### config.mk
export PLATFORM = sky130hd
export DESIGN_NAME = wb_stage
export DESIGN_NICKNAME = d
export VERILOG_FILES = /design/src/rtl/wb_stage_pkg.sv /design/src/rtl/wb_stage_load_extend.sv /design/src/rtl/wb_stage.sv
export SDC_FILE = /design/constraint.sdc
export NUM_CORES = 1
export LEC_CHECK = 0
export CORE_MARGIN = 3
export CORE_UTILIZATION = 40
export CTS_BUF_LIST = sky130_fd_sc_hd__clkbuf_8
export DETAILED_ROUTE_END_ITERATION = 8
export GPL_TIMING_DRIVEN = 0
export PLACE_DENSITY = 0.72
export SYNTH_ARGS = -nofsm -noshare
export SYNTH_HDL_FRONTEND = slang
export SYNTH_SLANG_ARGS = --single-unit
### constraint.sdc
create_clock -name clk -period 6.8 [get_ports clk]
set_input_delay 1.7 -clock clk [delete_from_list [all_inputs] [get_ports clk]]
set_output_delay 1.7 -clock clk [all_outputs]
set_load 0.03 [all_outputs]
### src/rtl/wb_stage_pkg.sv
// wb_stage_pkg: load encodings, FSM states and register-file constants shared by the write-back stage.
package wb_stage_pkg;
  typedef enum logic [2:0] {
    LD_LB  = 3'd0,
    LD_LBU = 3'd1,
    LD_LH  = 3'd2,
    LD_LHU = 3'd3,
    LD_LW  = 3'd4
  } ld_type_e;
  typedef enum logic {
    S_IDLE = 1'b0,
    S_WAIT = 1'b1
  } state_e;
  localparam logic [4:0] REG_RA = 5'd31;
  localparam logic [31:0] LINK_OFFSET = 32'd8;
endpackage

### src/rtl/wb_stage_load_extend.sv
// load_extend: selects the addressed byte/halfword of a load word and sign- or zero-extends it.
module load_extend
  import wb_stage_pkg::*;
(
  input  logic [31:0] rdata,
  input  logic [1:0]  addr_lo,
  input  logic [2:0]  ld_type,
  output logic [31:0] value
);
  logic [7:0] b;
  logic [15:0] h;
  always_comb begin
    b = rdata[{addr_lo, 3'b000} +: 8];
    h = rdata[{addr_lo[1], 4'b0000} +: 16];
    value = ld_type == LD_LB  ? {{24{b[7]}}, b} :
            ld_type == LD_LBU ? {24'b0, b} :
            ld_type == LD_LH  ? {{16{h[15]}}, h} :
            ld_type == LD_LHU ? {16'b0, h} : rdata;
  end
endmodule

### src/rtl/wb_stage.sv
// wb_stage: write-back sequencer; retires MEM-stage instructions and waits for loads before driving the register file.
module wb_stage
  import wb_stage_pkg::*;
#(
  parameter int LOAD_TIMEOUT = 255,
  parameter int TO_W = 8
) (
  input  logic        clk,
  input  logic        rst,
  input  logic        in_valid,
  output logic        in_ready,
  input  logic        in_wen,
  input  logic [4:0]  in_wreg,
  input  logic [31:0] in_result,
  input  logic [31:0] in_pc,
  input  logic        in_is_link,
  input  logic        in_is_load,
  input  logic [2:0]  in_ld_type,
  input  logic [1:0]  in_addr_lo,
  input  logic        dmem_rvalid,
  input  logic [31:0] dmem_rdata,
  output logic [4:0]  wreg,
  output logic [31:0] wdata,
  output logic        RegWrite,
  output logic        store_pc,
  output logic [31:0] inst_address,
  output logic        stall,
  output logic        ld_timeout,
  output logic        r31_drop
);
  state_e state, state_nx;
  logic [TO_W-1:0] cnt;
  logic l_wen;
  logic [4:0] l_wreg;
  logic [2:0] l_type;
  logic [1:0] l_lo;
  logic [31:0] ext, w_val;
  logic [4:0] w_reg;
  logic accept, do_alu, ld_done, expire, wr_go, w_link, spc, rw, r31_hit;

  load_extend u_ext (
    .rdata   (dmem_rdata),
    .addr_lo (l_lo),
    .ld_type (l_type),
    .value   (ext)
  );

  always_ff @(posedge clk)
    if (rst) state <= S_IDLE;
    else state <= state_nx;

  always_comb begin
    accept = in_valid && in_ready;
    ld_done = state == S_WAIT && dmem_rvalid;
    expire = state == S_WAIT && !dmem_rvalid && cnt <= TO_W'(1);
    state_nx = state == S_IDLE ? (accept && in_is_load ? S_WAIT : S_IDLE)
                               : (ld_done || expire ? S_IDLE : S_WAIT);
  end

  always_comb begin
    in_ready = state == S_IDLE && !rst;
    stall = !in_ready;
  end

  // A link to $31 becomes store_pc; every other qualifying write becomes RegWrite.
  always_comb begin
    do_alu = accept && !in_is_load;
    wr_go = (do_alu && in_wen && in_wreg != 5'd0) || (ld_done && l_wen && l_wreg != 5'd0);
    w_reg = do_alu ? in_wreg : l_wreg;
    w_link = do_alu && in_is_link;
    w_val = w_link ? in_pc + LINK_OFFSET : do_alu ? in_result : ext;
    spc = wr_go && w_link && w_reg == REG_RA;
    rw = wr_go && !spc;
    r31_hit = rw && !w_link && w_reg == REG_RA;
  end

  always_ff @(posedge clk) begin
    if (rst) begin
      wreg <= '0;
      wdata <= '0;
      inst_address <= '0;
      RegWrite <= 1'b0;
      store_pc <= 1'b0;
      ld_timeout <= 1'b0;
      r31_drop <= 1'b0;
      cnt <= '0;
      l_wen <= 1'b0;
      l_wreg <= '0;
      l_type <= '0;
      l_lo <= '0;
    end else begin
      RegWrite <= rw;
      store_pc <= spc;
      if (rw) begin
        wreg <= w_reg;
        wdata <= w_val;
      end
      if (spc) inst_address <= in_pc;
      if (r31_hit) r31_drop <= 1'b1;
      if (expire) ld_timeout <= 1'b1;
      if (accept && in_is_load) begin
        l_wen <= in_wen;
        l_wreg <= in_wreg;
        l_type <= in_ld_type;
        l_lo <= in_addr_lo;
        cnt <= TO_W'(LOAD_TIMEOUT);
      end else if (state == S_WAIT && !dmem_rvalid) begin
        cnt <= cnt - TO_W'(1);
      end
    end
  end
endmodule

==> flow_summary.ini <==
[sta]
setup_viol = 0
whs_ns = 0.473
setup_slack_ns = 2.27
tns_ns = 0
worst_slew_pin_slew_ns = 0.801
grt_setup_unrepaired = no
skew_ns = 0.00971
slew_headroom_pct = 46.4
fin_crit_sh_pct = 66.6
layout_min_cycle_time_ns = 4.53
fmax_ghz = 0.221
hold_viol_final = 0
slew_violations = 0

[power]
vdd_ir_drop_max_uv = 92.0
power_mw = 1.22
cellLeakagePower_nw = 2.62
powerDensity_nw_per_um2 = 159

[detailed_routing]
vias = 6048
wl_mm = 21.1
viasPerCell = 5.75
initialDrtViolationCount = 593
drt-pass1-iter-count = 5
drc = 0
ant_nets = 0
routedWlPerCell_um = 20.0

[finish]
regArea_um2 = 1860
fill_cells = 1191
final_area_um2 = 7640
final_common_cell = clkdlybuf4s50_1
layout_common_cells = 185 x clkdlybuf4s50_1, 93 x dfxtp_1, 75 x a21oi_1
antennaDiodeCount = 0
finalNonFillerCells = 1052
final_util_pct = 59.3
drive_gt1_share_pct = 4.66
syn2layout_area_growth_pct = 41.8
multi_input_area_um2 = 3250
finalNetCount = 992

[placed_design]
dpl.cell_count = 1037
finalWeightedCongestion = 0.937
postPlaceCellArea_um2 = 7450
dp.final_hpwl_mm = 16.7
port_buffers = 185
pre_cts_slack_ns = 2.26

[global_routing]
gr-total-overflow = 0
antenna_found_initial = 0
grt_max_degree = 16
track_usage_pct = 27.7
first_global_vias = 5912
grt_pass1_wl_mm = 31.8

[yosys]
synth_seq_area_share_pct = 34.6
yosys-top-cells-area = dfxtp_1 35%, a21oi_1 7.0%, mux2i_1 6.7%, o21ai_0 6.1%, nand2_1 4.9%
synthArstFlopShare_pct = 0
synth.distinct_cells = 64
yosysTopAreaCell = dfxtp_1
synth_edf_count = 0
synth_ff_type = dfxtp_1
synth.cell_area_um2 = 5390
synth_seq_cells = 93
synth_area_per_cell_um2 = 7.92
synthesis.nets = 796
synth_top_cell_area_share_pct = 34.6
yosys_warnings = 0
syn_inst = 680

[worst_hold_path]
hold_class = register to register
hp-start = inst_address[2]
holdPathStages = 2
holdPathEnd = inst_address[2]

[floorplan]
ios = 188
die_area_um2 = 14900
die_h_um = 122
rows = 41
die_w_um = 122
coreArea_um2 = 12900
initial_utilization_pct = 41.8

[worst_setup_path]
arrival_ns = 2.83
reg2reg_from = l_lo[0]
reg2reg_to = wdata[16]
worstSetupEndpointType = output port
start_kind = input port
critPathKind = input port to output port
reg2regPathDepth = 6
required_ns = 5.10
cp_max_fo = 7
rrSetupSlack_ns = 4.26

[cts]
cts_tree = built
cts_made_buffers = 9
cts_root_buf = clkbuf_8
clkTransAtPathRegs_ns = 0.08
clk_path_buf_depth = 2
cts_max_level = 3
post_cts_buffers = 0
postCtsResizedCells = 0
clkLatencyLatePin_ns = 0.38
holdBufCountCts = 0
cts_sinks = 93

[status]
outcome = finished clean

[flow_run]
drv_cap = 0
sequential cells by signal, indices dropped and copies added (netlist names):
signal        count
state             1
r31_drop          1
l_wreg            5
l_lo              2
l_wen             1
ld_timeout        1
l_type            3
store_pc          1
wreg              5
inst_address     32
RegWrite          1
cnt               8
wdata            32
cell families (layout without fill, tap and decap cells):
kind of cell	count (synthesis)	in the layout	share of synthesized area (%)
AOI/OAI and AO/OA	243	243	28.4
and+or+nand+nor	218	218	20.5
DFF	93	93	34.6
buffers and inverters	65	265	5.18
muxes	41	41	7.94
xor gates and xnor gates	17	17	2.76
adders and majority gates	3	3	0.697
cell type report:
| cell class | instances | share of cell area, % |
|---|---|---|
| Clock buffer | 9 | 1.62 |
| Sequential cell | 93 | 24.4 |
| Timing Repair Buffer | 185 | 24.2 |
| Clock inverter | 6 | 0.819 |
| Inverter | 15 | 0.737 |
| Multi-Input combinational cell | 522 | 42.5 |
| Tap cell | 172 | 2.82 |
| Buffer | 50 | 2.91 |
report_power, final:
group | total (mW) | switching, mW | internal [mW] | leakage (nW)
combinational | 0.274 | 0.148 | 0.126 | 1.77
sequential | 0.569 | 0.0110 | 0.557 | 0.753
clock | 0.373 | 0.205 | 0.168 | 0.0992
per-layer routing:
layer,vias to the layer above,track usage [%],share of wire [%]
li1,2897,-,-
met1,2877,34.9,42
met2,244,47.0,48
met3,30,7.47,8.1
met4,0,7.00,1.8
met5,-,0,0
synthesized netlist by cell type (all sizes together) (4+ instances only):
cell and number:
mux2i 36, a21o 11, a2bb2oi 4, dfxtp 93
nand3 15, and3 5, and3b 6, and2 5
a22oi 6, mux2 4, a32oi 6, o21a 4
a31oi 12, nand2 71, xnor2 11, o221ai 4
nor2 49, a221oi 4, o22a 4, or4 4
o21ai 73, clkbuf 39, a21oi 75, o31a 5
o211ai 4, inv 13, o22ai 5, a311oi 4
and4 7, nand4 8, a211oi 4, a21boi 5
nor3 14, buf 11, nor2b 15, xor2 6
nor4 9
worst max path at each step:
stage	depth (start not counted)	startpoint	end
2_1_floorplan	3	rst	stall
3_3_place_gp	3	rst	in_ready
3_5_place_dp	3	rst	in_ready
4_1_cts	3	rst	in_ready
5_1_grt	3	rst	in_ready
6_report	3	rst	in_ready
critical path, cell delays in order:
cell and delay, ns:
buf_2 0.16, nor2_1 0.24, clkdlybuf4s50_1 0.72
(Power assumes the default switching activity.)
